==> src/rtl/serial_link_pkg.sv <==
// Shared definitions for the framed serial link: FSM encoding, default sync
// pattern, idle-pattern rule and checksum fold. The receiver imports this too.
package serial_link_pkg;

  typedef enum logic [1:0] {
    ST_IDLE = 2'd0,
    ST_SYNC = 2'd1,
    ST_DATA = 2'd2,
    ST_CSUM = 2'd3
  } tx_state_t;

  localparam int          DEFAULT_SYNC_W    = 16;
  localparam logic [15:0] DEFAULT_SYNC_WORD = 16'hF0C3;

  // The idle line alternates every bit so the far end always sees edges.
  function automatic logic idle_next_bit(input logic prev);
    return ~prev;
  endfunction

  function automatic logic [7:0] csum_update(input logic [7:0] acc, input logic [7:0] data);
    return acc ^ data;
  endfunction

endpackage

==> src/rtl/bit_tick_gen.sv <==
// Free-running bit-period divider: tick is high on the last clock of every
// CLKS_PER_BIT-clock bit period (always high when CLKS_PER_BIT is 1).
module bit_tick_gen #(
  parameter int CLKS_PER_BIT = 4
) (
  input  logic clk,
  input  logic rst,
  output logic tick
);

  logic [7:0] count;

  assign tick = (count == 8'(CLKS_PER_BIT - 1));

  // Divider counter, wraps to zero on the tick clock.
  always_ff @(posedge clk or posedge rst) begin
    if (rst) begin
      count <= 8'd0;
    end else if (tick) begin
      count <= 8'd0;
    end else begin
      count <= count + 8'd1;
    end
  end

endmodule

==> src/rtl/serial_frame_tx.sv <==
// Framing serializer: sync word, payload bytes, XOR checksum, MSB first, with a
// toggling idle pattern between frames and a one-entry input holding register.
module serial_frame_tx
  import serial_link_pkg::*;
#(
  parameter int                CLKS_PER_BIT = 4,
  parameter int                SYNC_W       = DEFAULT_SYNC_W,
  parameter logic [SYNC_W-1:0] SYNC_WORD    = SYNC_W'(DEFAULT_SYNC_WORD)
) (
  input  logic       clk,
  input  logic       rst,
  input  logic [7:0] s_data,
  input  logic       s_valid,
  input  logic       s_last,
  output logic       s_ready,
  output logic       serial_out,
  output logic       busy,
  output logic       underrun
);

  localparam int CNT_W = (SYNC_W > 8) ? $clog2(SYNC_W) + 1 : 4;

  tx_state_t         state, state_next;
  logic [7:0]        shifter, shifter_next;
  logic [SYNC_W-1:0] sync_sr, sync_sr_next;
  logic [CNT_W-1:0]  cnt, cnt_next;
  logic [7:0]        csum, csum_next;
  logic              cur_last, cur_last_next;
  logic              serial_next, busy_next, underrun_next;
  logic [7:0]        hold_data;
  logic              hold_last, hold_full;
  logic              load;
  logic              tick;

  bit_tick_gen #(.CLKS_PER_BIT(CLKS_PER_BIT)) u_tick (
    .clk  (clk),
    .rst  (rst),
    .tick (tick)
  );

  assign s_ready = ~hold_full;

  // Frame sequencing; busy tracks whether the bit now on the line belongs to a frame.
  always_comb begin
    state_next    = state;
    serial_next   = serial_out;
    busy_next     = busy;
    underrun_next = 1'b0;
    shifter_next  = shifter;
    sync_sr_next  = sync_sr;
    cnt_next      = cnt;
    csum_next     = csum;
    cur_last_next = cur_last;
    load          = 1'b0;
    if (tick) begin
      case (state)
        ST_IDLE: begin
          if (hold_full) begin
            serial_next  = SYNC_WORD[SYNC_W-1];
            sync_sr_next = {SYNC_WORD[SYNC_W-2:0], 1'b0};
            cnt_next     = {CNT_W{1'b0}};
            busy_next    = 1'b1;
            state_next   = ST_SYNC;
          end else begin
            serial_next = idle_next_bit(serial_out);
            busy_next   = 1'b0;
          end
        end
        ST_SYNC: begin
          serial_next  = sync_sr[SYNC_W-1];
          sync_sr_next = {sync_sr[SYNC_W-2:0], 1'b0};
          if (cnt == CNT_W'(SYNC_W - 2)) begin
            load          = 1'b1;
            shifter_next  = hold_data;
            cur_last_next = hold_last;
            csum_next     = csum_update(8'h00, hold_data);
            cnt_next      = {CNT_W{1'b0}};
            state_next    = ST_DATA;
          end else begin
            cnt_next = cnt + CNT_W'(1);
          end
        end
        ST_DATA: begin
          serial_next  = shifter[7];
          shifter_next = {shifter[6:0], 1'b0};
          if (cnt == CNT_W'(7)) begin
            cnt_next = {CNT_W{1'b0}};
            // csum already folds in the byte now finishing, so it is the final value.
            if (cur_last) begin
              shifter_next = csum;
              state_next   = ST_CSUM;
            end else if (hold_full) begin
              load          = 1'b1;
              shifter_next  = hold_data;
              cur_last_next = hold_last;
              csum_next     = csum_update(csum, hold_data);
            end else begin
              underrun_next = 1'b1;
              state_next    = ST_IDLE;
            end
          end else begin
            cnt_next = cnt + CNT_W'(1);
          end
        end
        ST_CSUM: begin
          if (cnt == CNT_W'(8)) begin
            serial_next = idle_next_bit(serial_out);
            busy_next   = 1'b0;
            cnt_next    = {CNT_W{1'b0}};
            state_next  = ST_IDLE;
          end else begin
            serial_next  = shifter[7];
            shifter_next = {shifter[6:0], 1'b0};
            cnt_next     = cnt + CNT_W'(1);
          end
        end
        default: begin
          state_next = ST_IDLE;
        end
      endcase
    end else begin
      load = 1'b0;
    end
  end

  // Line, FSM and shifter registers.
  always_ff @(posedge clk or posedge rst) begin
    if (rst) begin
      state      <= ST_IDLE;
      serial_out <= 1'b0;
      busy       <= 1'b0;
      underrun   <= 1'b0;
      shifter    <= 8'h00;
      sync_sr    <= {SYNC_W{1'b0}};
      cnt        <= {CNT_W{1'b0}};
      csum       <= 8'h00;
      cur_last   <= 1'b0;
    end else begin
      state      <= state_next;
      serial_out <= serial_next;
      busy       <= busy_next;
      underrun   <= underrun_next;
      shifter    <= shifter_next;
      sync_sr    <= sync_sr_next;
      cnt        <= cnt_next;
      csum       <= csum_next;
      cur_last   <= cur_last_next;
    end
  end

  // One-entry holding register; it can only fill while empty and only drain while full.
  always_ff @(posedge clk or posedge rst) begin
    if (rst) begin
      hold_full <= 1'b0;
      hold_data <= 8'h00;
      hold_last <= 1'b0;
    end else if (s_valid && !hold_full) begin
      hold_full <= 1'b1;
      hold_data <= s_data;
      hold_last <= s_last;
    end else if (load) begin
      hold_full <= 1'b0;
    end else begin
      hold_full <= hold_full;
    end
  end

endmodule

==> config.mk <==
export PLATFORM = sky130hd
export DESIGN_NAME = serial_frame_tx
export DESIGN_NICKNAME = d
export VERILOG_FILES = /design/src/rtl/serial_link_pkg.sv /design/src/rtl/bit_tick_gen.sv /design/src/rtl/serial_frame_tx.sv
export SDC_FILE = /design/constraint.sdc
export NUM_CORES = 1
export LEC_CHECK = 0
export CORE_MARGIN = 1
export CORE_UTILIZATION = 55
export CTS_CLUSTER_SIZE = 10
export DETAILED_ROUTE_END_ITERATION = 10
export PLACE_DENSITY_LB_ADDON = 0.3
export SETUP_SLACK_MARGIN = 0.3
export SLEW_MARGIN = 0
export SYNTH_ARGS = -nofsm -noshare
export SYNTH_HDL_FRONTEND = slang
export SYNTH_SLANG_ARGS = --single-unit
==> constraint.sdc <==
create_clock -name clk -period 2.69 [get_ports clk]
set_input_delay 0.807 -clock clk [delete_from_list [all_inputs] [get_ports clk]]
set_output_delay 0.807 -clock clk [all_outputs]
set_load 0.02 [all_outputs]
==> impl_metrics.json <==
{
  "async_flop_share_pct": 100,
  "skew_ps": 12.3,
  "synth_area_sq_mm": 0.00302,
  "status": "completed",
  "setup_violations": 0,
  "rsz0062_at_grt": "yes",
  "synth_seq_cells": 60,
  "cp_max_fo": 8,
  "initial_core_util_pct": 58.0,
  "finish.net_count": 332,
  "grt_max_degree": 33,
  "max_freq_ghz": 0.428,
  "setup_tns_ps": 0,
  "ys_types": 52,
  "tightestPinTransition_ps": 619,
  "die_x_um": 76.1,
  "whs_path_depth": 1,
  "drv_cap": 0,
  "die_height_um": 76.1,
  "syn_to_final_growth_pct": 16.0,
  "row_count": 26,
  "wl_per_cell_um": 15.8,
  "io_buffer_count": 15,
  "synth_ff_type": "dfrtp_1",
  "hp-class": "reg2reg",
  "cp.arrival_ps": 2600,
  "via_per_inst": 5.85,
  "yosys_warnings": 0,
  "cts_tree": "built",
  "grt_usage_pct": 23.7,
  "cts_root_buf": "clkbuf_8",
  "antennaDiodeCount": 0,
  "reg2regPathDepth": 5,
  "finalWirelength_um": 6090,
  "final_min_period_over_clock_period_pct": 86.9,
  "hold_slack_ps": 497,
  "num_vias": 2260,
  "max-vdd-ir-drop_mv": 0.679,
  "synth_nets": 309,
  "io_pins": 16,
  "drt-pass1-iter-count": 4,
  "startpoint_type": "flip-flop",
  "p_per_area_mw_per_mm2": 921,
  "worst_skew_pair.late_latency_ps": 340,
  "final-hold-violation-count": 0,
  "grt_pass1_wl_um": 10600,
  "utilization_pct": 67.2,
  "clkSlewWorstSetupHoldPaths_ps": 80,
  "maxSlewViolCount": 0,
  "seq_area_frac_synth_pct": 49.8,
  "p_leak_nw": 1.53,
  "synth_area_per_cell_sq_um": 10.5,
  "worstSetupPathType": "reg2reg",
  "cts_made_buffers": 9,
  "critPathCaptureType": "flip-flop",
  "grt_pass1_vias": 2184,
  "synth_cells": 288,
  "core_sq_mm": 0.00520,
  "drive_above_1_share_pct": 14.9,
  "antenna_found_initial": 0,
  "cts_num_sinks": 60,
  "gp_congestion": 0.788,
  "die_area_sq_mm": 0.00579,
  "slew_headroom_pct": 58.7,
  "layout_min_cycle_time_ps": 2340,
  "synth_edf_count": 0,
  "dp_hpwl_um": 4290,
  "ant_nets": 0,
  "cts_buffer_depth": 2,
  "grt_overflow_total": 0,
  "drc_errors": 0,
  "drtIter0Drc": 148,
  "crit_required_ps": 2950,
  "cts_max_level": 3
}
==> area by class of cell <==
class | instances | area, sq um
flip-flops and latches | 60 | 1500
repair buffers | 27 | 253
inverters | 22 | 82.6
clock inverters | 7 | 75.1
clock buffers | 9 | 124
well taps | 70 | 87.6
multi-input cells | 191 | 1370
fillers | 416 | 1710
==> through the flow <==
stage          instances  cell area, sq um  setup WS [ps]  power, mW
5_1_grt              386              3500            240       3.44
3_3_place_gp         369              3290            436       2.37
3_5_place_dp         369              3290            396       2.42
4_1_cts              385              3490            321       3.23
6_report             386              3500            354       3.22
2_1_floorplan        288              3020            398       2.09
==> cell usage after synthesis (2+ instances only) <==
cell,n,area share [%]
nor3_2,2,0.66
nand3_1,22,3.7
buf_2,2,0.33
mux2i_1,3,1.0
o22a_1,3,0.87
nand4bb_1,2,0.75
o31ai_1,2,0.50
a21oi_1,5,0.83
nor2b_1,4,0.83
xor2_1,8,2.3
o21ai_0,21,3.5
and2_1,4,0.83
ha_1,9,3.7
nor4_1,2,0.41
xnor2_1,6,1.7
inv_1,22,2.7
dfrtp_1,60,50
a32o_1,2,0.66
o221ai_1,7,2.0
and3_1,4,0.83
buf_1,2,0.25
nor2_1,10,1.2
mux2_2,11,4.1
a22o_1,8,2.3
clkbuf_1,11,1.4
o211ai_1,7,1.7
nand2_1,23,2.9
o32ai_1,2,0.58
==> path summary, 6_finish.rpt <==
path | slack (ps) | endpoint | from
setup / recovery | 350 | csum[1] | u_tick.count[0]
hold / removal | 500 | sync_sr[12] | sync_sr[12]
setup reg to reg | 350 | csum[1] | u_tick.count[0]
hold reg to reg | 500 | sync_sr[12] | sync_sr[12]
max in group asynchronous | 1240 | hold_full | rst
min in group asynchronous | 860 | hold_last | rst
==> cells in the final DEF, fill, tap and decap left out, drive strengths merged, types with 9 or more instances in the layout <==
cell	n
buf	12
clkbuf	9
clkdlybuf4s50	15
dfrtp	60
ha	9
inv	23
mux2	11
nand2	23
nand3	22
nor2	10
o21ai	21
==> worst max-delay path: stages, from the launching register on <==
cell,delay [ps]
dfrtp_1,420
ha_1,260
or3b_2,540
or4_1,700
nand2_1,170
xor2_1,170
==> timing repair <==
item,4_1_cts,5_1_grt
resized for setup,0,1
endpoints found under the hold margin,0,0
setup endpoints to repair,0,18
buffers inserted,0,1
hold buffers,0,0
==> sequential cells by signal, indices dropped and copies added, names as in the netlist, 2 cells and up <==
signal / count
cnt: 5
csum: 8
hold_data: 8
shifter: 8
state: 2
sync_sr: 15
u_tick.count: 8
==> power by group <==
group          internal, mW  switching, mW  total [mW]  leakage, nW
Combinational         0.463          0.576        1.04        0.682
Sequential             1.18          0.186        1.37        0.741
Clock                 0.432          0.384       0.816        0.104
==> logic make-up after synthesis <==
logic type | synth area share (%)
muxes | 5.10
AOI/OAI and AO/OA | 17.5
and+or+nand+nor | 15.1
adders and majority gates | 3.73
buffers and inverters | 4.69
xor gates and xnor gates | 4.06
DFF | 49.8
==> metal layers <==
layer | global-route usage (%) | part of all wire (%) | up-vias
li1 | - | - | 1087
met1 | 32.6 | 48 | 1111
met2 | 35.9 | 46 | 48
met3 | 5.75 | 3.7 | 14
met5 | 0 | 0 | -
met4 | 10.2 | 2.3 | 0
Power figures use the tool's default switching activity.
